[config.mk]
export PLATFORM = sky130hd
export DESIGN_NAME = l1_cache_hit_window_monitor
export DESIGN_NICKNAME = d
export VERILOG_FILES = /design/src/rtl/l1_cache_monitor_pkg.sv /design/src/rtl/l1_cache_hit_window_channel.sv /design/src/rtl/l1_cache_hit_window_monitor.sv
export SDC_FILE = /design/constraint.sdc
export NUM_CORES = 1
export LEC_CHECK = 0
export CAP_MARGIN = 20
export CORE_UTILIZATION = 30
export CTS_CLUSTER_DIAMETER = 60
export DETAILED_ROUTE_END_ITERATION = 7
export GPL_TIMING_DRIVEN = 0
export HOLD_SLACK_MARGIN = 0.15
export MAX_ROUTING_LAYER = met4
export RECOVER_POWER = 100
export SKIP_LAST_GASP = 1
export SLEW_MARGIN = 30
export SYNTH_ARGS = -nofsm -noshare
export SYNTH_HDL_FRONTEND = slang
export SYNTH_HIERARCHICAL = 1
export SYNTH_SLANG_ARGS = --single-unit
export TNS_END_PERCENT = 100
[constraint.sdc]
create_clock -name iCLOCK -period 6.65 [get_ports iCLOCK]
set_clock_uncertainty 0.1 [all_clocks]
set_input_delay 0.665 -clock iCLOCK [delete_from_list [all_inputs] [get_ports iCLOCK]]
set_output_delay 0.665 -clock iCLOCK [all_outputs]
set_load 0.02 [all_outputs]
[src/rtl/l1_cache_monitor_pkg.sv]
// l1_cache_monitor_pkg: shared constants and helpers for the L1 cache hit monitors
package l1_cache_monitor_pkg;
  localparam int DEF_WINDOW = 100;
  localparam int DEF_TOT_W  = 32;
  function automatic int clog2(input int v);
    int r;
    r = 0;
    while ((1 << r) < v) r++;
    return r;
  endfunction
endpackage

[src/rtl/l1_cache_hit_window_channel.sv]
// l1_cache_hit_window_channel: one channel's sliding-window hit count, fill, lifetime totals and alarm
module l1_cache_hit_window_channel
  import l1_cache_monitor_pkg::*;
#(
  parameter int P_WINDOW = DEF_WINDOW,
  parameter int P_CNT_W  = clog2(P_WINDOW + 1),
  parameter int P_TOT_W  = DEF_TOT_W
) (
  input  logic               iCLOCK,
  input  logic               inRESET,
  input  logic               clear_i,
  input  logic               valid_i,
  input  logic               hit_i,
  input  logic [P_CNT_W-1:0] threshold_i,
  output logic [P_CNT_W-1:0] count_o,
  output logic [P_CNT_W-1:0] fill_o,
  output logic               full_o,
  output logic [P_TOT_W-1:0] total_access_o,
  output logic [P_TOT_W-1:0] total_hit_o,
  output logic               alarm_o
);
  localparam logic [P_CNT_W-1:0] WIN = P_CNT_W'(P_WINDOW);
  logic [P_WINDOW-1:0] hist_q, hist_d;
  logic [P_CNT_W-1:0]  count_q, count_d, fill_q, fill_d;
  logic [P_TOT_W-1:0]  tacc_q, tacc_d, thit_q, thit_d;
  logic                alarm_q, alarm_d, full, evict;
  assign full  = fill_q == WIN;
  assign evict = hist_q[P_WINDOW-1];
  // Running sum stays exact: the evicted bit was counted when it entered the window.
  always_comb begin
    hist_d  = clear_i ? '0 : valid_i ? {hist_q[P_WINDOW-2:0], hit_i} : hist_q;
    count_d = clear_i ? '0 : valid_i ? count_q + P_CNT_W'(hit_i) - P_CNT_W'(evict) : count_q;
    fill_d  = clear_i ? '0 : (valid_i && !full) ? fill_q + P_CNT_W'(1) : fill_q;
    tacc_d  = clear_i ? '0 : (valid_i && !(&tacc_q)) ? tacc_q + P_TOT_W'(1) : tacc_q;
    thit_d  = clear_i ? '0 : (valid_i && hit_i && !(&thit_q)) ? thit_q + P_TOT_W'(1) : thit_q;
    alarm_d = !clear_i && full && (count_q < threshold_i);
  end
  always_ff @(posedge iCLOCK or negedge inRESET) begin
    if (!inRESET) begin
      hist_q  <= '0;
      count_q <= '0;
      fill_q  <= '0;
      tacc_q  <= '0;
      thit_q  <= '0;
      alarm_q <= 1'b0;
    end else begin
      hist_q  <= hist_d;
      count_q <= count_d;
      fill_q  <= fill_d;
      tacc_q  <= tacc_d;
      thit_q  <= thit_d;
      alarm_q <= alarm_d;
    end
  end
  assert property (@(posedge iCLOCK) disable iff (!inRESET) count_q == P_CNT_W'($countones(hist_q)));
  assign count_o        = count_q;
  assign fill_o         = fill_q;
  assign full_o         = full;
  assign total_access_o = tacc_q;
  assign total_hit_o    = thit_q;
  assign alarm_o        = alarm_q;
endmodule

[src/rtl/l1_cache_hit_window_monitor.sv]
// l1_cache_hit_window_monitor: multi-channel sliding-window L1 cache hit monitor with packed outputs
module l1_cache_hit_window_monitor
  import l1_cache_monitor_pkg::*;
#(
  parameter int P_CHANNELS = 2,
  parameter int P_WINDOW   = DEF_WINDOW,
  parameter int P_CNT_W    = clog2(P_WINDOW + 1),
  parameter int P_TOT_W    = DEF_TOT_W
) (
  input  logic                          iCLOCK,
  input  logic                          inRESET,
  input  logic [P_CHANNELS-1:0]         iCLEAR,
  input  logic [P_CHANNELS-1:0]         iCACHE_VALID,
  input  logic [P_CHANNELS-1:0]         iCACHE_HIT,
  input  logic [P_CNT_W-1:0]            iTHRESHOLD,
  output logic [P_CHANNELS*P_CNT_W-1:0] oINFO_COUNT,
  output logic [P_CHANNELS*P_CNT_W-1:0] oINFO_FILL,
  output logic [P_CHANNELS-1:0]         oINFO_FULL,
  output logic [P_CHANNELS*P_TOT_W-1:0] oTOTAL_ACCESS,
  output logic [P_CHANNELS*P_TOT_W-1:0] oTOTAL_HIT,
  output logic [P_CHANNELS-1:0]         oALARM
);
  for (genvar c = 0; c < P_CHANNELS; c++) begin : g_ch
    l1_cache_hit_window_channel #(
      .P_WINDOW(P_WINDOW),
      .P_CNT_W (P_CNT_W),
      .P_TOT_W (P_TOT_W)
    ) u_ch (
      .iCLOCK        (iCLOCK),
      .inRESET       (inRESET),
      .clear_i       (iCLEAR[c]),
      .valid_i       (iCACHE_VALID[c]),
      .hit_i         (iCACHE_HIT[c]),
      .threshold_i   (iTHRESHOLD),
      .count_o       (oINFO_COUNT[c*P_CNT_W +: P_CNT_W]),
      .fill_o        (oINFO_FILL[c*P_CNT_W +: P_CNT_W]),
      .full_o        (oINFO_FULL[c]),
      .total_access_o(oTOTAL_ACCESS[c*P_TOT_W +: P_TOT_W]),
      .total_hit_o   (oTOTAL_HIT[c*P_TOT_W +: P_TOT_W]),
      .alarm_o       (oALARM[c])
    );
  end
endmodule

After elaboration in Yosys (flattened, before gate mapping)
Cells that the tools add are included.

operators by class
  reductions and logical operators = 32
  multiplexer cells = 20
  equality and inequality tests = 2
  $add $sub $neg = 10
  order comparisons = 2

operators with widths
  operator               number
  $mux 100               4
  $mux 32                8
  $add 32x1->32 const B  4
  $reduce_and 32->1      4
  $mux 7                 8
  $reduce_bool 2->1      8
  $add 7x1->7            2
  $add 7x1->7 const B    2
  $eq 7x7->1 const B     2
  $lt 7x7->1             2
  $sub 7x1->7            2
  $logic_and 1x1->1      12
  $logic_not 1->1        8

storage, ports and cells
  bits in registers = 358
  output and inout bits = 160
  input port bits = 15

Logic depth before layout (Yosys ltp)
Gate-level depths: netlist of the first run.

  depth in word-level cells = 5
  gate-level depth with buffers = 11

Hierarchy
Netlist of the first run, hierarchy kept.

modules (own cells, without submodules)
  module                                       cells an instance  seq. area each (um2)  instances  area an instance (um2)
  l1_cache_hit_window_channel at g_ch[1].u_ch  849                4479.3                1          8777.2
  l1_cache_hit_window_channel at g_ch[0].u_ch  825                4479.3                1          8583.2

Worst setup path after synthesis of the first run
No wires, ideal clock.

  path kind = reg-to-reg
  start = register g_ch[0].u_ch.thit_q[0]
  end = register g_ch[0].u_ch.thit_q[22]
  setup slack = 4.199 ns
  cell stages (with the launch flop) = 7
  clock period less this slack = 2.451 ns
  library setup time = 0.078 ns
  arrival = 2.273 ns
  data required time = 6.472 ns
  path buffers = 1
  path through = dfrtp_1 ha_1 nand2_1 or4_1 buf_2 or4_1 a21oi_1

on the way
  word-level cells in the longest chain between the ends = 4
  elaborated cells on any way between the ends = 7
  those cells by class = 1 x add/sub; 2 x mux; 4 x reduce/logical

RTL lines
  element                                                                RTL line                           source
  start: declaration                                                     l1_cache_hit_window_channel.sv:25  logic [P_TOT_W-1:0] tacc_q, tacc_d, thit_q, thit_d;
  start signal: assignment                                               l1_cache_hit_window_channel.sv:51  thit_q <= thit_d;
  parallel branches: the longest is 4 deep, another holds $add 32x1->32  -

Several ways; the timed one is not identified. The select of a mux whose other input is x is not followed.
A chain may end at the register's enable or synchronous reset.

==> results of run 1 <==
==> cell usage after synthesis (3+ instances only) <==
cell type | n | area [um^2]
nand3_1 | 56 | 280
nor2b_1 | 19 | 119
and3_1 | 26 | 163
nor3_1 | 15 | 75.1
o31ai_1 | 18 | 135
a2111oi_0 | 7 | 61.3
o2111ai_1 | 5 | 43.8
a31o_2 | 5 | 43.8
a21o_1 | 9 | 67.6
a211oi_1 | 5 | 37.5
a21oi_1 | 78 | 390
nand2_1 | 66 | 248
inv_1 | 45 | 169
a31oi_1 | 6 | 37.5
o311ai_0 | 3 | 26.3
or4_1 | 25 | 188
o21ai_1 | 3 | 15.0
nand2b_1 | 9 | 56.3
clkbuf_1 | 57 | 214
and2_1 | 6 | 37.5
mux2_2 | 11 | 124
dfrtp_1 | 358 | 8960
or3_1 | 45 | 282
o21a_1 | 5 | 37.5
nor2_1 | 271 | 1020
ha_1 | 34 | 425
mux2i_1 | 210 | 2100
and4_1 | 21 | 184
nor4_1 | 16 | 100
o21ai_0 | 67 | 335
buf_1 | 17 | 63.8
xor2_1 | 31 | 272
nand4_1 | 48 | 300
buf_2 | 10 | 50.1
xnor2_1 | 28 | 245
==> cells by family after synthesis <==
logic type	after synthesis
fa+ha+maj	36
xor+xnor	59
flops	358
compound gates	224
simple gates	643
mux	221
buf+inv	133
==> where the power goes <==
part | total [mW] | switching [mW] | leakage [nW] | internal (mW)
logic | 0.437 | 0.271 | 4.39 | 0.165
registers | 2.25 | 0.0455 | 4.99 | 2.20
clock network | 2.31 | 0.911 | 0.674 | 1.40
total | 4.99 | 1.23 | 10.1 | 3.76
==> layer usage <==
metal / global-route usage (%) / up-vias / share of wire [%]
met5: - / - / 0
met4: 4.36 / 0 / 2.2
li1: - / 6409 / -
met1: 20.6 / 6647 / 48
met2: 23.5 / 273 / 46
met3: 1.88 / 63 / 3.9
==> registers in the layout, summed over array words and instances, names as in the netlist <==
| signal | cells |
|---|---|
| g_ch.u_ch/total_access_o | 64 |
| g_ch.u_ch/total_hit_o | 64 |
| g_ch.u_ch/hist_q | 200 |
| g_ch.u_ch/alarm_o | 2 |
| g_ch.u_ch/count_o | 14 |
| g_ch.u_ch/fill_o | 14 |
==> worst register-to-register path: stages, from the launching register on <==
cell	delay, ns
dfrtp_1	0.44
nand4_1	0.29
nor4_1	0.91
o311ai_0	0.80
or4_1	0.68
a21oi_1	0.15
==> worst paths after layout <==
| check | endpoint | depth (start not counted) | slack [ns] |
|---|---|---|---|
| max reg2reg | g_ch[1].u_ch/total_hit_o[31] | 5 | 3.19 |
| max in group iCLOCK | g_ch[0].u_ch/total_hit_o[29] | 6 | 3.04 |
| min in group asynchronous | g_ch[1].u_ch/total_access_o[6] | 2 | 1.33 |
| min | g_ch[0].u_ch/hist_q[10] | 2 | 0.42 |
| min reg2reg | g_ch[0].u_ch/hist_q[10] | 2 | 0.42 |
| max | g_ch[0].u_ch/hist_q[19] | 7 | 2.48 |
==> cell type report <==
type                    instances  area (um^2)
clock inverters                15          191
clock buffers                  59         1180
repair buffers                180         1880
flip-flops and latches        358         8960
multi-input cells            1183         7820
diodes                          2         5.00
inverters                      45          169
plain buffers                  88          339
fillers                      5577        35300
well taps                     756          946
==> per-stage QoR <==
| stage | hold slack (ns) | TNS (ns) | util (%) | cell area [um^2] |
|---|---|---|---|---|
| 6_report | 0.417 | 0 | 37.8 | 21500 |
| 5_1_grt | 0.441 | 0 | 37.8 | 21500 |
| 4_1_cts | 0.418 | 0 | 38.0 | 21600 |
| 3_5_place_dp | 0.404 | 0 | 35.6 | 20200 |
| 3_3_place_gp | 0.400 | -3871.18 | 35.3 | 20000 |
| 2_1_floorplan | 0.269 | 0 | - | 17400 |
==> what timing repair did <==
item                                   in CTS  in global routing
hold buffers                                1                  0
setup endpoints to repair                   0                  0
endpoints found under the hold margin      41                  0
==> flow_summary.yaml, run 1 <==
run_status:
  run_status: "finished, violations left"
  failing_checks: "capacitance limit, slew limit"
critical_path:
  cpLargestDelayFamily: "buffers and inverters"
  worst_path_largest_cell_delay_ns: 1.75
  worst_path_max_delay_cell: "clkbuf_1"
  rr_startpoint: "g_ch[1].u_ch/total_hit_o[12]"
  critical_path.most_common_cell: "buf_16"
  setup.worst_path.start: "inRESET"
  critical_path.cell_chain: "dlygate4sd3_1 -> clkbuf_1 -> buf_16 -> buf_16 -> buf_16 -> buf_16 -> buf_16"
  cp-end-kind: "async pin"
  worst-setup-path-type: "in -> async"
  critical_path_required_ns: 7.22
  crit_fanout: 87
  critical_path_arrival_ns: 4.74
  timing.critical_path.buf_inv: 7
  setup.worst_path.start_class: "input port"
place:
  place_worst_setup_slack_ns: 3.14
  io_port_bufs: 174
  routability_congestion_estimate_from_global_placement: 0.853
  place.detailed.instances: 2609
  detailed_place_hpwl_mm: 31.0
route:
  wl_per_cell_um: 16.2
  vias_per_cell: 4.99
  vias: 13400
  drt-pass1-iter-count: 5
  final_antenna_net_count: 0
  drt_drc_violations_left: 0
  finalWirelength_mm: 43.6
  drtIter0Drc: 792
sta:
  setup-violations-final: 0
  achievable-frequency_ghz: 0.240
  max_slew.worst_pin.slew_ns: 2.49
  setup_slack_ns: 2.48
  period_minus_slack_ns: 4.17
  relSlewSlack_pct: -66.2
  grt_setup_unrepaired: "false"
  finalCritPeriodShare_pct: 62.7
  report.final.hold_viol_count: 0
  final_max_slew_viol_count: 61
logic_synthesis:
  compound_gate_portion_of_the_synthesized_area_pct: 8.03
  ys_seq_elements: 358
  syn-instance-count: 1674
  synth-main-ff-cell: "dfrtp_1"
  synth-adder-area-share_pct: 2.68
  synth_top_family_by_area: "simple AND/OR/NAND/NOR gates"
  avgSynthCellArea_um2: 10.4
  synth_warnings: 6
  xor_xnor_portion_of_the_synthesized_cell_area_pct: 2.98
  synth_enable_flop_cells: 0
  yosys.area_share.simple_pct: 18.8
  synth_sequential_area_ratio_pct: 51.6
  synth.mux.area_fraction_pct: 12.8
  syn-num-nets: 1725
  ys_async_sr_fraction_pct: 100
  synth.lib_cells_used.distinct: 63
  post_synth_instance_area_um2: 17400
global_route:
  grt_util_all_layers_pct: 15.1
  grt_start_max_net_pins: 88
  grt_antenna_before_repair: 1
  grt_pass1_vias: 13200
  global_route.overflow_total: 0
  first_pass_grt_wire_length_mm: 71.6
floorplanning:
  num_io_pins: 175
  floorplan.initialDensity_pct: 30.6
  dieHeight_um: 243
  floorplan.die.width_um: 243
  core_box_area_um2: 56800
  design.die.area_um2: 58800
  rows: 87
pwr:
  vdd_ir_drop_max_mv: 0.146
  power.leakage_nw: 10.1
  power-per-cell-area_nw_per_um2: 232
  report.power.total_mw: 4.99
finish:
  mostFrequentLayoutCell: "dfrtp_1"
  num-nets-final: 1948
  finish.cell_count_without_fillers: 2686
  most-common-layout-cells: "358 x dfrtp_1, 271 x nor2_1, 210 x mux2i_1"
  drive_gt1_share_pct: 5.29
  areaGrowthSynthToFinish_pct: 23.8
cts:
  numClockSinks: 358
  cts.reportedPaths.clkPinSlew_ns: 0.06
  cts-root-buf: "clkbuf_16"
  htree_levels: 2
  total_clock_buffers_created_by_cts: 41
  max_clock_buf_depth: 3
  tritoncts: "done"
  later_pin_clock_latency_in_the_skew_report_ns: 0.54
  post_cts_resized: 0
  post_cts_buffers: 0
hold_path:
  worstHoldStart: "g_ch[0].u_ch/hist_q[9]"
  worst_hold_path_type: "reg -> reg"
flow_run:
  drv.max_cap_violation_count: 3
(Power assumes the default switching activity.)
==> run 2, diff against run 1 <==
==> constraint.sdc (replaced) <==
create_clock -name iCLOCK -period 3.81 [get_ports iCLOCK]
set_clock_uncertainty 0.1 [all_clocks]
set_input_delay 0.381 -clock iCLOCK [delete_from_list [all_inputs] [get_ports iCLOCK]]
set_output_delay 0.381 -clock iCLOCK [all_outputs]
set_load 0.02 [all_outputs]
==> flow_summary.yaml, run 2 (synthesis gave the netlist of run 1 again) <==
run_status:
  run_status: "finished, final reports clean"
critical_path:
  ff2ff_setup_slack_ns: 0.65
  setup.worst_path.start_class: "flop"
  critical_path_arrival_ns: 2.68
  critical_path_required_ns: 3.33
  crit_fanout: 6
  worst-setup-path-type: "reg -> out"
  cp-end-kind: "output pin"
cts:
  hold_buffers: 1
  post_cts_resized: 0
  cts-root-buf: "clkbuf_16"
  cts.reportedPaths.clkPinSlew_ns: 0.06
  max_clock_buf_depth: 3
  later_pin_clock_latency_in_the_skew_report_ns: 0.54
  total_clock_buffers_created_by_cts: 41
  numClockSinks: 358
  htree_levels: 2
  tritoncts: "done"
  post_cts_buffers: 0
sta:
  max_slew.worst_pin.slew_ns: 1.32
  achievable-frequency_ghz: 0.316
  finalCritPeriodShare_pct: 83.0
  grt_setup_unrepaired: "false"
  setup-violations-final: 0
  relSlewSlack_pct: 11.5
  report.final.hold_viol_count: 0
  period_minus_slack_ns: 3.16
  final_max_slew_viol_count: 0
  setup_slack_ns: 0.648
route:
  drt_drc_violations_left: 0
  drtIter0Drc: 801
  finalWirelength_mm: 43.7
  vias: 13400
  wl_per_cell_um: 16.3
  final_antenna_net_count: 0
  vias_per_cell: 4.99
  drt-pass1-iter-count: 5
global_route:
  global_route.overflow_total: 0
  grt_start_max_net_pins: 88
  grt_pass1_vias: 13200
  grt_antenna_before_repair: 1
  first_pass_grt_wire_length_mm: 71.6
  grt_util_all_layers_pct: 15.1
pwr:
  power-per-cell-area_nw_per_um2: 406
  power.leakage_nw: 10.1
  vdd_ir_drop_max_mv: 0.256
floorplanning:
  dieHeight_um: 243
  num_io_pins: 175
  rows: 87
  design.die.area_um2: 58800
  core_box_area_um2: 56800
  floorplan.die.width_um: 243
  floorplan.initialDensity_pct: 30.6
place:
  detailed_place_hpwl_mm: 31.0
  place_worst_setup_slack_ns: 0.584
  io_port_bufs: 174
  routability_congestion_estimate_from_global_placement: 0.853
  placedInstanceArea_um2: 20200
finish:
  areaGrowthSynthToFinish_pct: 23.7
  final_design_area_no_fill_um2: 21500
  drive_gt1_share_pct: 5.03
  num-nets-final: 1948
  num-fill-cells: 5580
  most-common-layout-cells: "358 x dfrtp_1, 271 x nor2_1, 210 x mux2i_1"
  largest_register: "g_ch.u_ch/hist_q"
  mostFrequentLayoutCell: "dfrtp_1"
  largest_reg_flops: 200
flow_run:
  drv.max_cap_violation_count: 0
hold_path:
  worst_hold_path_type: "in -> async"
[run 2: per-stage QoR]
step / instances / hold WS, ns / util [%] / total power, mW / TNS, ns
after floorplan: 1674 / -0.0146 / - / 4.42 / 0
after global placement: 2604 / 0.400 / 35.3 / 4.75 / -4786.23
after detailed placement: 2609 / 0.194 / 35.6 / 4.78 / 0
after CTS: 2684 / 0.226 / 38.0 / 8.86 / 0
after global routing: 2685 / 0.248 / 37.8 / 9.09 / 0
final: 2686 / 0.214 / 37.8 / 8.71 / 0
[run 2: final cells by class]
cell class / instances / area [um^2] / area share (%)
sequential: 358 / 8960 / 41.7
multi-input combinational: 1183 / 7790 / 36.3
timing repair buffer: 180 / 1890 / 8.82
clock buffer: 59 / 1180 / 5.51
tap: 756 / 946 / 4.40
buffer: 88 / 334 / 1.56
clock inverter: 15 / 191 / 0.891
inverter: 45 / 169 / 0.787
antenna: 2 / 5.00 / 0.0233
[run 2: worst max-delay path, cell delays in order (launching register included)]
cell	delay (ns)
dfrtp_1	0.43
inv_1	0.12
ha_1	0.18
nand4_1	0.08
or3_1	0.31
clkbuf_1	0.19
inv_1	0.14
dlygate4sd3_1	0.71
[run 2: where the power goes]
part | internal (mW) | switching (mW) | total [mW] | leakage (nW)
logic | 0.289 | 0.474 | 0.763 | 4.39
registers | 3.84 | 0.0794 | 3.92 | 4.99
clock network | 2.44 | 1.59 | 4.03 | 0.674
[run 2: path summary, 6_finish.rpt]
path	startpoint	to	cells after the start
hold / removal	inRESET	g_ch[1].u_ch/total_access_o[6]	2
setup / recovery	g_ch[1].u_ch/fill_o[0]	oINFO_FULL[1]	7
max in group asynchronous	inRESET	g_ch[0].u_ch/hist_q[19]	7
min in group iCLOCK	g_ch[0].u_ch/hist_q[9]	g_ch[0].u_ch/hist_q[10]	2
setup reg to reg	g_ch[1].u_ch/total_hit_o[12]	g_ch[1].u_ch/total_hit_o[31]	5
hold reg to reg	g_ch[0].u_ch/hist_q[9]	g_ch[0].u_ch/hist_q[10]	2
[run 2: metal layers]
metal | up-vias | routed length [um] | GRT usage [%]
met5 | - | 0 | -
met2 | 270 | 20200 | 23.5
met3 | 66 | 1620 | 1.88
li1 | 6411 | - | -
met4 | 0 | 958 | 4.36
met1 | 6650 | 20900 | 20.6
==> run 3, diff against run 2 <==
==> constraint.sdc (replaced) <==
create_clock -name iCLOCK -period 3.1 [get_ports iCLOCK]
set_clock_uncertainty 0.1 [all_clocks]
set_input_delay 0.31 -clock iCLOCK [delete_from_list [all_inputs] [get_ports iCLOCK]]
set_output_delay 0.31 -clock iCLOCK [all_outputs]
set_load 0.02 [all_outputs]
==> flow_summary.yaml, run 3 (synthesis gave the netlist of run 1 again) <==
critical_path:
  cell_depth_of_the_worst_flop_to_flop_path: 8
  worst_r2r_endpoint: "g_ch[1].u_ch/total_access_o[0]"
  critical_path_arrival_ns: 3.18
  critical_path_required_ns: 3.41
  setup.worst_path.start_class: "input port"
  cp-end-kind: "flop"
  crit_fanout: 10
  rr_startpoint: "g_ch[1].u_ch/total_access_o[0]"
  worst-setup-path-type: "in -> reg"
  ff2ff_setup_slack_ns: 0.25
route:
  wl_per_cell_um: 16.2
  drtIter0Drc: 777
  vias_per_cell: 4.99
  finalWirelength_mm: 43.6
  final_antenna_net_count: 0
  drt-pass1-iter-count: 5
  drt_drc_violations_left: 0
  vias: 13400
finish:
  largest_register: "g_ch.u_ch/hist_q"
  mostFrequentLayoutCell: "dfrtp_1"
  drive_gt1_share_pct: 5.60
  fin_util_pct: 37.8
  largest_reg_flops: 200
  num-nets-final: 1948
  most-common-layout-cells: "358 x dfrtp_1, 271 x nor2_1, 210 x mux2i_1"
  areaGrowthSynthToFinish_pct: 23.8
floorplanning:
  num_io_pins: 175
  design.die.area_um2: 58800
  floorplan.die.width_um: 243
  floorplan.initialDensity_pct: 30.6
  dieHeight_um: 243
  rows: 87
  core_box_area_um2: 56800
sta:
  relSlewSlack_pct: 21.5
  hold_ws_ns: 0.145
  setup-violations-final: 0
  finalCritPeriodShare_pct: 92.7
  max_slew.worst_pin.slew_ns: 1.17
  final_max_slew_viol_count: 0
  period_minus_slack_ns: 2.87
  achievable-frequency_ghz: 0.348
  report.final.hold_viol_count: 0
  grt_setup_unrepaired: "false"
cts:
  numClockSinks: 358
  max_clock_buf_depth: 3
  htree_levels: 2
  cts-root-buf: "clkbuf_16"
  total_clock_buffers_created_by_cts: 41
  tritoncts: "done"
  later_pin_clock_latency_in_the_skew_report_ns: 0.54
  cts.reportedPaths.clkPinSlew_ns: 0.06
place:
  detailed_place_hpwl_mm: 31.0
  io_port_bufs: 174
  routability_congestion_estimate_from_global_placement: 0.853
global_route:
  grt_pass1_vias: 13200
  grt_util_all_layers_pct: 15.1
  global_route.overflow_total: 0
  first_pass_grt_wire_length_mm: 71.6
  grt_start_max_net_pins: 88
  grt_antenna_before_repair: 1
pwr:
  flop_pwr_share_pct: 45.0
  clock_group_share_of_total_power_pct: 46.2
  netSwitchingFraction_pct: 24.6
  comb_power_share_pct: 8.7
  vdd_ir_drop_max_mv: 0.314
  cell_internal_pwr_mw: 8.07
  total_switching_power_mw: 2.64
  power.leakage_nw: 10.1
  power-per-cell-area_nw_per_um2: 498
flow_run:
  drv.max_cap_violation_count: 0
hold_path:
  worst_hold_path_type: "in -> async"
run_status:
  run_status: "finished, final reports clean"
-- run 3: cell count changes in the layout (fill, tap and decap cells not counted) --
cell           before  now
nor4_2              0    2
clkbuf_2            0    7
a2111oi_1           1    0
clkbuf_1           94   88
buf_6               0    1
nor4_1             18   16
a2111oi_2           0    1
dlygate4sd3_1     165  163
-- run 3: critical path, cell delays in order --
cell and delay (ns):
dlygate4sd3_1 0.66, clkbuf_1 0.42, clkbuf_1 0.49, clkbuf_1 0.56, clkbuf_2 0.42, mux2i_1 0.25
nor2_1 0.05
-- run 3: worst max-delay path by stage --
| stage | slack [ns] | depth (start not counted) | endpoint | from |
|---|---|---|---|---|
| floorplan | 0.65 | 6 | g_ch[0].u_ch/total_hit_o[22] | g_ch[0].u_ch/total_hit_o[0] |
| global placement | -14.08 | 1 | g_ch[0].u_ch/hist_q[26] | inRESET |
| detailed placement | -0.06 | 6 | g_ch[0].u_ch/hist_q[96] | iCACHE_VALID[0] |
| CTS | 0.03 | 7 | oINFO_FULL[1] | g_ch[1].u_ch/fill_o[0] |
| global route | 0.09 | 5 | g_ch[1].u_ch/total_hit_o[31] | g_ch[1].u_ch/total_hit_o[12] |
| finish | 0.23 | 7 | g_ch[1].u_ch/hist_q[50] | iCACHE_VALID[1] |
-- run 3: through the flow --
stage | total power, mW | instances | setup WS [ns] | instance area [um^2] | setup TNS [ns]
after floorplan | 5.43 | 1674 | 0.649 | 17400 | 0
after global placement | 5.84 | 2604 | -14.08 | 20000 | -5015.57
after detailed placement | 5.88 | 2609 | -0.0554 | 20200 | -2.18
after CTS | 10.9 | 2684 | 0.0312 | 21600 | 0
after global routing | 11.2 | 2685 | 0.0850 | 21500 | 0
final | 10.7 | 2686 | 0.228 | 21500 | 0
-- run 3: routing by layer --
metal,global-route usage (%),part of all wire (%),vias up
met3,1.88,3.6,65
met4,4.36,2.2,0
met1,20.6,48,6658
met2,23.5,46,265
li1,-,-,6417
met5,-,0,-
-- run 3: power by group through the flow --
stage	sequential, mW	combinational, mW	clock [mW]
5_1_grt	4.83	1.04	5.30
2_1_floorplan	4.93	0.506	0
6_report	4.82	0.937	4.95
3_3_place_gp	4.91	0.922	0
4_1_cts	4.83	0.973	5.09
3_5_place_dp	4.91	0.967	0
-- run 3: cell type report --
cell class | instances | area, um^2
fill | 5581 | 35300
timing repair buffer | 180 | 1880
antenna | 2 | 5.00
inverter | 45 | 169
buffer | 88 | 350
sequential | 358 | 8960
tap | 756 | 946
multi-input combinational | 1183 | 7810
clock inverter | 15 | 191
clock buffer | 59 | 1180
-- run 3: what timing repair did --
action                                  in CTS  in global routing
endpoints found under the setup margin       0                  2
gates resized for setup                      0                  2
endpoints found under the hold margin       98                  0
hold buffers                                 1                  0
setup buffers                                0                  0
